<file path="config.mk">
export PLATFORM = sky130hd
export DESIGN_NAME = spi_host_master
export DESIGN_NICKNAME = d
export VERILOG_FILES = /design/src/rtl/spi_frame_pkg.sv /design/src/rtl/spi_host_master_sclk_gen.sv /design/src/rtl/spi_host_master.sv
export SDC_FILE = /design/constraint.sdc
export NUM_CORES = 1
export LEC_CHECK = 0
export CORE_MARGIN = 2
export CORE_UTILIZATION = 45
export CTS_CLUSTER_DIAMETER = 50
export DETAILED_ROUTE_END_ITERATION = 16
export PLACE_DENSITY_LB_ADDON = 0.2
export SKIP_CTS_REPAIR_TIMING = 1
export SLEW_MARGIN = 20
export SYNTH_ARGS = -nofsm -noshare
export SYNTH_HDL_FRONTEND = slang
export SYNTH_SLANG_ARGS = --single-unit
</file>
<file path="constraint.sdc">
create_clock -name clk_i -period 3.25 [get_ports clk_i]
set_input_delay 0.65 -clock clk_i [delete_from_list [all_inputs] [get_ports clk_i]]
set_output_delay 0.65 -clock clk_i [all_outputs]
set_load 0.02 [all_outputs]
</file>
<file path="src/rtl/spi_frame_pkg.sv">
// Shared definitions for the host-side SPI master: command opcodes, frame layout,
// readback header constant and the controller state encoding.
package spi_frame_pkg;

    localparam logic [1:0] OP_NONE  = 2'b00;
    localparam logic [1:0] OP_WRITE = 2'b01;
    localparam logic [1:0] OP_READ  = 2'b10;
    localparam logic [1:0] OP_START = 2'b11;

    localparam logic [7:0] RD_HDR = 8'h0F;

    localparam int FRAME_W   = 72;
    localparam int BIT_CNT_W = 7;
    localparam int WAIT_W    = 16;

    localparam int HDR_MSB  = 71;
    localparam int HDR_LSB  = 64;
    localparam int ADDR_MSB = 63;
    localparam int ADDR_LSB = 32;
    localparam int DATA_MSB = 31;
    localparam int DATA_LSB = 0;

    typedef enum logic [2:0] {
        ST_IDLE,
        ST_SETUP,
        ST_TX,
        ST_HOLD,
        ST_GAP,
        ST_RDW,
        ST_RX,
        ST_RESP
    } state_t;

    // Only writes carry a payload; read/start send a zero data field.
    function automatic logic [FRAME_W-1:0] buildFrame(input logic [1:0]  op,
                                                      input logic [31:0] addr,
                                                      input logic [31:0] data);
        logic [31:0] payload;
        payload = (op == OP_WRITE) ? data : 32'h0;
        return {6'b0, op, addr, payload};
    endfunction

endpackage

</file>
<file path="src/rtl/spi_host_master_sclk_gen.sv">
// sclk generator: CLK_DIV clk low phase then CLK_DIV clk high phase per bit while enabled.
// sample_o marks the last low-phase clk, fall_o the last high-phase clk (bit complete).
module spi_sclk_gen #(
    parameter int CLK_DIV = 2
) (
    input  logic clk_i,
    input  logic rstn_i,
    input  logic en_i,
    output logic sclk_o,
    output logic sample_o,
    output logic fall_o
);

    localparam int CW = (CLK_DIV > 1) ? $clog2(CLK_DIV) : 1;

    logic [CW-1:0] divCnt_q, divCnt_d;
    logic          phase_q, phase_d;
    logic          lastClk;

    assign lastClk = (divCnt_q == CW'(CLK_DIV - 1));

    always_comb begin
        divCnt_d = divCnt_q;
        phase_d  = phase_q;
        if (!en_i) begin
            divCnt_d = '0;
            phase_d  = 1'b0;
        end else if (lastClk) begin
            divCnt_d = '0;
            phase_d  = ~phase_q;
        end else begin
            divCnt_d = divCnt_q + CW'(1);
        end
    end

    always_ff @(posedge clk_i) begin
        if (!rstn_i) begin
            divCnt_q <= '0;
            phase_q  <= 1'b0;
        end else begin
            divCnt_q <= divCnt_d;
            phase_q  <= phase_d;
        end
    end

    assign sclk_o   = en_i & phase_q;
    assign sample_o = en_i & ~phase_q & lastClk;
    assign fall_o   = en_i & phase_q & lastClk;

endmodule

</file>
<file path="src/rtl/spi_host_master.sv">
// Host-side SPI master: sends 72-bit {op,addr,data} frames and, for reads, clocks back
// the slave's 72-bit readback frame. Optional readback check: define SPI_RD_CHECK_EN.
module spi_host_master
    import spi_frame_pkg::*;
#(
    parameter int CLK_DIV = 2,
    parameter int GAP_CYC = 8,
    parameter int RD_WAIT = 16
) (
    input  logic        clk_i,
    input  logic        rstn_i,
    input  logic        cmd_valid_i,
    output logic        cmd_ready_o,
    input  logic [1:0]  cmd_op_i,
    input  logic [31:0] cmd_addr_i,
    input  logic [31:0] cmd_data_i,
    output logic        rsp_valid_o,
    input  logic        rsp_ready_i,
    output logic [31:0] rsp_data_o,
    output logic        rsp_err_o,
    output logic        sclk_o,
    output logic        cs_o,
    output logic        mosi_o,
    input  logic        miso_i
);

    // Without the header/address check only the data field of the readback is needed.
`ifdef SPI_RD_CHECK_EN
    localparam int RX_W = FRAME_W;
`else
    localparam int RX_W = DATA_MSB + 1;
`endif

    state_t               state_q, state_d;
    logic [1:0]           op_q;
    logic [FRAME_W-1:0]   txShift_q;
    logic [RX_W-1:0]      rxShift_q;
    logic [BIT_CNT_W-1:0] bitCnt_q;
    logic [WAIT_W-1:0]    waitCnt_q;
    logic [WAIT_W-1:0]    waitLimit;
    logic [31:0]          rspData_q;
    logic                 rspErr_q;
    logic                 rstDone_q;
    logic [31:0]          respData;
    logic                 respErr;
    logic                 rdCheckErr;
    logic                 cmdAccept;
    logic                 lastBit;
    logic                 waitDone;
    logic                 genEn;
    logic                 genSclk;
    logic                 genSample;
    logic                 genFall;

`ifdef SPI_RD_CHECK_EN
    logic [31:0]          addr_q;
    assign rdCheckErr = (rxShift_q[HDR_MSB:HDR_LSB] != RD_HDR) ||
                        (rxShift_q[ADDR_MSB:ADDR_LSB] != addr_q);
`else
    assign rdCheckErr = 1'b0;
`endif

    assign cmdAccept = cmd_valid_i && cmd_ready_o;
    assign lastBit   = (bitCnt_q == BIT_CNT_W'(FRAME_W - 1));
    assign waitLimit = (state_q == ST_RDW) ? WAIT_W'(RD_WAIT - 1) : WAIT_W'(GAP_CYC - 1);
    assign waitDone  = (waitCnt_q == waitLimit);
    assign genEn     = (state_q == ST_TX) || (state_q == ST_RX);

    spi_sclk_gen #(
        .CLK_DIV (CLK_DIV)
    ) u_sclk_gen (
        .clk_i    (clk_i),
        .rstn_i   (rstn_i),
        .en_i     (genEn),
        .sclk_o   (genSclk),
        .sample_o (genSample),
        .fall_o   (genFall)
    );

    always_ff @(posedge clk_i) begin
        if (!rstn_i) begin
            state_q <= ST_IDLE;
        end else begin
            state_q <= state_d;
        end
    end

    always_comb begin
        state_d = state_q;
        case (state_q)
            ST_IDLE:  if (cmdAccept) state_d = (cmd_op_i == OP_NONE) ? ST_RESP : ST_SETUP;
            ST_SETUP: state_d = ST_TX;
            ST_TX:    if (genFall && lastBit) state_d = ST_HOLD;
            ST_HOLD:  state_d = ST_GAP;
            ST_GAP:   if (waitDone) state_d = (op_q == OP_READ) ? ST_RDW : ST_RESP;
            ST_RDW:   if (waitDone) state_d = ST_RX;
            ST_RX:    if (genFall && lastBit) state_d = ST_RESP;
            ST_RESP:  if (rsp_ready_i) state_d = ST_IDLE;
            default:  state_d = ST_IDLE;
        endcase
    end

    always_comb begin
        cs_o        = 1'b1;
        sclk_o      = 1'b0;
        mosi_o      = 1'b0;
        cmd_ready_o = 1'b0;
        rsp_valid_o = 1'b0;
        case (state_q)
            ST_IDLE:  cmd_ready_o = rstDone_q;
            ST_SETUP, ST_HOLD: begin
                cs_o   = 1'b0;
                mosi_o = txShift_q[FRAME_W-1];
            end
            ST_TX: begin
                cs_o   = 1'b0;
                sclk_o = genSclk;
                mosi_o = txShift_q[FRAME_W-1];
            end
            ST_RX:    sclk_o = genSclk;
            ST_RESP:  rsp_valid_o = 1'b1;
            default:  cs_o = 1'b1;
        endcase
    end

    // The only way into RESP straight from IDLE is an illegal op.
    always_comb begin
        respData = '0;
        respErr  = 1'b0;
        if (state_q == ST_IDLE) begin
            respErr = 1'b1;
        end else if (state_q == ST_RX) begin
            respData = rxShift_q[DATA_MSB:DATA_LSB];
            respErr  = rdCheckErr;
        end
    end

    always_ff @(posedge clk_i) begin
        if (!rstn_i) begin
            op_q      <= OP_NONE;
            txShift_q <= '0;
            rxShift_q <= '0;
            bitCnt_q  <= '0;
            waitCnt_q <= '0;
            rspData_q <= '0;
            rspErr_q  <= 1'b0;
            rstDone_q <= 1'b0;
`ifdef SPI_RD_CHECK_EN
            addr_q    <= '0;
`endif
        end else begin
            rstDone_q <= 1'b1;
            if (cmdAccept) begin
                op_q      <= cmd_op_i;
                txShift_q <= buildFrame(cmd_op_i, cmd_addr_i, cmd_data_i);
                rxShift_q <= '0;
`ifdef SPI_RD_CHECK_EN
                addr_q    <= cmd_addr_i;
`endif
            end
            if (state_q == ST_TX && genFall) begin
                txShift_q <= {txShift_q[FRAME_W-2:0], 1'b0};
            end
            if (state_q == ST_RX && genSample) begin
                rxShift_q <= {rxShift_q[RX_W-2:0], miso_i};
            end
            if (genFall) begin
                bitCnt_q <= lastBit ? '0 : bitCnt_q + BIT_CNT_W'(1);
            end
            if (state_q == ST_GAP || state_q == ST_RDW) begin
                waitCnt_q <= waitDone ? '0 : waitCnt_q + WAIT_W'(1);
            end
            if (state_d == ST_RESP && state_q != ST_RESP) begin
                rspData_q <= respData;
                rspErr_q  <= respErr;
            end else if (state_q == ST_RESP && rsp_ready_i) begin
                rspData_q <= '0;
                rspErr_q  <= 1'b0;
            end
        end
    end

    assign rsp_data_o = rspData_q;
    assign rsp_err_o  = rspErr_q;

endmodule
</file>
### Yosys cells after proc, flatten, opt, wreduce, memory -nomap -nowiden

Index checks and enable logic that the tools add are counted.

* multiplexer cells: 30
* bitwise operators: 7
* reductions and logical operators: 18
* add/sub/neg operators: 3
* eq/ne operators: 13

Operator list (number)
* $mux W32: 7
* $mux W72: 2
* $pmux W3 S8: 1
* $mux W3: 7
* $add A16 B1 Y16 const B: 1
* $eq A16 B4 Y1: 1
* $mux W16: 1
* $eq A3 B3 Y1 const B: 5
* $mux W1: 9
* $add A7 B1 Y7 const B: 1
* $eq A7 B7 Y1 const B: 1
* $mux W7: 1
* $eq A3 B2 Y1 const B: 2
* $logic_and A1 B1 Y1: 6
* $reduce_bool A2 Y1: 3
* $reduce_or A3 Y1: 2
* $and A1 B1 Y1: 4
* $mux W4: 1
* $reduce_or A2 Y1: 2
* $eq A3 B1 Y1 const B: 1
* $logic_not A3 Y1: 1
* $ne A3 B3 Y1 const B: 1
* $not A1 Y1: 3
* $eq A2 B1 Y1 const B: 1
* other kinds (6): 7

* bits of input ports: 71
* logic and storage cells: 83
* output and inout port bits: 38
* flip-flop bits (word level): 168

### Longest topological paths before layout

* word-level depth: 10
* mapped depth: 9
* mapped depth without buffers: 7

### Modules after synthesis

Synthesis repeated with hierarchy kept, for this count alone.

* cells, all modules: 800
* area total of the unflattened synthesis: 7049.3 um^2

Modules (own cells, without submodules)
* spi_host_master: area each 6967.9 um^2, instances 1, sequential area each 3323.2 um^2, cells each 790
* spi_sclk_gen: area each 81.3 um^2, instances 1, sequential area each 40.0 um^2, cells each 10

### Least setup slack after synthesis

OpenSTA, ideal clock, no wires.

* path kind: register -> register
* from: register state_q[2]
* to: register rspData_q[10] (netlist: rsp_data_o[10])
* stages on the path, launching flop included: 10
* slack: 709 ps
* buffers on the path: 3
* clock period less this slack: 2541 ps
* setup time: 72 ps
* required time: 3178 ps
* data arrival time: 2469 ps
* cell sequence: dfxtp_1 > buf_6 > nor4b_2 > and2_1 > buf_2 > a31oi_1 > and3_4 > nor4_4 > buf_6 > mux2i_1

* elaborated cells on any way between the ends: 31
* those cells by class: eq/ne (10); mux (12); bitwise (2); reduce/logical (7)

RTL lines
* start, declared: RTL line spi_host_master.sv:34 `state_t state_q, state_d;`
* start signal, assigned: RTL line spi_host_master.sv:84 `state_q <= state_d;`
* $logic_not A3 Y1 (*): RTL line spi_host_master.sv:109 `case (state_q)`
* $mux W1 (*): RTL line spi_host_master.sv:109
* named net cmd_ready_o: RTL line spi_host_master.sv:13 `output logic cmd_ready_o,`
* $logic_and A1 B1 Y1 (*): RTL line spi_host_master.sv:63 `assign cmdAccept = cmd_valid_i && cmd_ready_o;`
* $mux W3 (*): RTL line spi_host_master.sv:91 `ST_IDLE: if (cmdAccept) state_d = (cmd_op_i == OP_NONE) ? ST_RESP : ST_SETUP;`
* $pmux W3 S8 (*): RTL line spi_host_master.sv:90 `case (state_q)`
* $eq A3 B3 Y1 (*): RTL line spi_host_master.sv:173 `if (state_d == ST_RESP && state_q != ST_RESP) begin`
* $logic_and A1 B1 Y1 (*): RTL line spi_host_master.sv:173
* $mux W32 or $reduce_bool A2 Y1 (tied branches)
* end signal, assigned: RTL line spi_host_master.sv:174 `rspData_q <= respData;`
* end, declared: RTL line spi_host_master.sv:41 `logic [31:0] rspData_q;`

The timed path passes the listed nets; every way through them passes the cells marked *.
A chain may end at the register's enable or synchronous reset.

### Worst setup path after layout

* from: register state_q[0]
* to: output mosi_o

* cells in the longest elaborated chain, start to end: 3
* elaborated cells on any way between the ends: 5
* those cells by class: eq/ne (3); mux (1); reduce/logical (1)

Ends and longest elaborated chain
* $eq A3 B2 Y1 or $eq A3 B1 Y1 (tied branches): RTL line spi_host_master.sv:109
* $reduce_or A3 Y1 (no source line) (*)
* $mux W1 (*): RTL line spi_host_master.sv:109
* end, declared: RTL line spi_host_master.sv:23 `output logic mosi_o,`

Every way passes the cells marked *; elsewhere a longest branch is shown, timed or not.

==> flow_summary_export.csv <==
group,metric,value,unit
worst_setup_path,cp_slowest_cell,"clkdlybuf4s50_1",
worst_setup_path,path_cells,"o21ai_0, nor2_1, clkdlybuf4s50_1",
routing,viasPerCell,5.45,
clock_tree,root_buffer,"clkbuf_16",
final_layout,antenna_cells,0,
die,die_w,127,µm
hold_path,min_path_type,"reg -> reg",
final_layout,multi_input_area,3200,µm²
final_layout,postLayoutCellArea,8620,µm²
worst_setup_path,required,2.60,ns
final_layout,area.sequential,3360,µm²
sta,tightestPinTransition,1.04,ns
routing,ant_nets,0,
grt,grt_pass1_vias,5692,
final_layout,final_common_cell,"nand2_1",
logic_synthesis,ys_warn_count,0,
sta,finClkSkew,0.00838,ns
final_layout,final_cell_mix,"172 x nand2_1, 168 x dfxtp_1, 108 x clkdlybuf4s50_1",
logic_synthesis,synth_top_area_share,49.2,%
die,rows,45,
sta,fin_crit_sh,83.3,%
worst_setup_path,critPathCaptureType,"primary output",
worst_setup_path,path_buf_inv,1,
worst_setup_path,cp.depth,3,
sta,slew_viol_final,0,
final_layout,drive_gt1_share,6.44,%
run,cap_viol_max_count,0,
outcome,status,"completed",
clock_tree,htreeDepth,4,
grt,grt_max_degree,104,
clock_tree,cts_sinks,168,
sta,final-setup-viol-count,0,
sta,finalCriticalPeriod,2.71,ns
clock_tree,clk_latency,0.42,ns
logic_synthesis,syn_avg_cell_area,8.73,µm²
sta,finalSetupTns,0,ns
clock_tree,clkSlewWorstSetupHoldPaths,0.06,ns
logic_synthesis,ys_ff_latch,168,
sta,fin_ws,0.544,ns
worst_setup_path,crit_path_start_kind,"flip-flop",
clock_tree,numCtsBuffers,17,
routing,vias,5767,
pwr,irDropWorstVdd,378,µV
grt,grt_pass1_wl,25.8,mm
die,die_h,127,µm
placed_design,place_ws,0.617,ns
sta,hold_violations,0,
pwr,p_leak,0.00293,µW
logic_synthesis,synth.area.top_cells,"dfxtp_1 49%, nand2_1 9.6%, nor2_1 5.7%, mux2i_1 5.1%, a311oi_1 4.1%",
logic_synthesis,ys_seq_area_share,49.2,%
routing,wl,15.2,mm
routing,wl_per_cell,14.4,µm
logic_synthesis,syn_inst,783,
logic_synthesis,synth_cell_types,45,
sta,max_freq,0.370,GHz
grt,grtUsageTotal,19.3,%
sta,slew_headroom,31.0,%
final_layout,nFillCells,1314,
routing,firstDrtPassIters,7,
worst_setup_path,reg2reg_depth,7,
grt,gr-total-overflow,0,
pwr,power.density,520,nW/µm²
die,core,15000,µm²
final_layout,area.growth.synth_to_final,26.1,%
worst_setup_path,cp.arrival,2.06,ns
logic_synthesis,async_reset_ff_share,0,%
routing,route.detailed.drc,0,
logic_synthesis,yosysTopAreaCell,"dfxtp_1",
logic_synthesis,syn_nets,856,
clock_tree,cts_tree,"yes",
worst_setup_path,cp_top_family,"buffers and inverters",
logic_synthesis,ys_dominant_reg_cell,"dfxtp_1",
worst_setup_path,crit_type,"reg -> out",
clock_tree,cts.path.max_buffers,2,
logic_synthesis,netlist_area,6840,µm²
placed_design,dp_hpwl,9.78,mm
grt,antenna_found_initial,0,
placed_design,place_inst,1026,
placed_design,gp_congestion,0.804,
final_layout,nets,930,
routing,drt-initial-drc-count,361,
sta,rsz0062_at_grt,"false",
die,die_area,16200,µm²
placed_design,dpl_cell_area,8000,µm²
hold_path,whs_path_depth,2,
die,io_pins,109,
final_layout,finalNonFillerCells,1058,
worst_setup_path,critical_path.max_fanout,13,
worst_setup_path,cpPeakStageDelay,0.63,ns
placed_design,port_buffers,108,
die,initial_core_util,45.5,%
logic_synthesis,synth-edff-count,0,
-- through the flow --
stage	hold WS (ns)	utilization, %	power [µW]
3_3_place_gp	0.441	53.2	2470
6_report	0.457	57.3	4480
3_5_place_dp	0.447	53.2	2470
5_1_grt	0.473	57.3	4650
2_1_floorplan	0.430	-	2330
4_1_cts	0.456	57.3	4520
-- synth_stat cells (all sizes together) (3+ instances only) --
cell / count
inv: 4
nor4b: 3
xor2: 16
nor4: 3
a21oi: 13
and3: 4
a311oi: 32
a21boi: 19
nand2: 174
a32oi: 19
nor2: 104
nand3: 12
buf: 13
dfxtp: 168
nor3: 6
a221oi: 12
and4b: 3
xnor2: 6
nand4: 8
nor2b: 12
nor3b: 13
clkbuf: 53
a22oi: 33
mux2i: 35
and2: 3
-- worst reg2reg max path, stage by stage (launching register included) --
cell and delay [ns]:
dfxtp_1 0.58, and4b_1 0.51, and3_1 0.30, nand4b_1 0.16
and3_4 0.20, nor4_4 0.30, buf_12 0.27, mux2i_1 0.26
-- path summary, 6_finish.rpt --
kind	slack, ns	to	from
max reg2reg	0.61	rsp_data_o[12]	state_q[1]
min	0.46	txShift_q[67]	txShift_q[66]
max	0.54	mosi_o	state_q[0]
min reg2reg	0.46	txShift_q[67]	txShift_q[66]
-- sequential cells by signal, summed over array words and instances (netlist names) --
register / flops
rxShift_q: 32
txShift_q: 72
waitCnt_q: 16
rsp_err_o: 1
rstDone_q: 1
state_q: 3
bitCnt_q: 7
rsp_data_o: 32
u_sclk_gen.phase_q: 1
u_sclk_gen.divCnt_q: 1
op_q: 2
-- cells by family after synthesis --
family / count (synthesis) / synth area share [%]
buffers and inverters: 70 / 4.37
AOI/OAI and AO/OA: 137 / 15.7
muxes: 36 / 5.29
xor gates and xnor gates: 22 / 2.82
DFF: 168 / 49.2
and+or+nand+nor: 348 / 22.3
adders and majority gates: 2 / 0.366
-- per-layer routing --
layer	track usage (%)	up-vias	share of wire [%]
li1	-	2878	-
met1	23.1	2762	44
met4	7.05	0	1.1
met2	33.5	116	50
met3	5.11	11	4.5
met5	0	-	0
-- layout make-up --
class	instances	share of cell area [%]
repair buffers	121	13.8
clock inverters	11	1.71
inverters	4	0.203
flip-flops and latches	168	39.0
multi-input cells	545	37.2
well taps	188	2.73
clock buffers	21	5.34
-- power breakdown --
part	leakage [µW]	internal [µW]	switching [µW]
registers	0.00136	2100	30.0
logic	0.00129	148	151
clock network	0.000285	1250	800
Power figures use the tool's default switching activity.
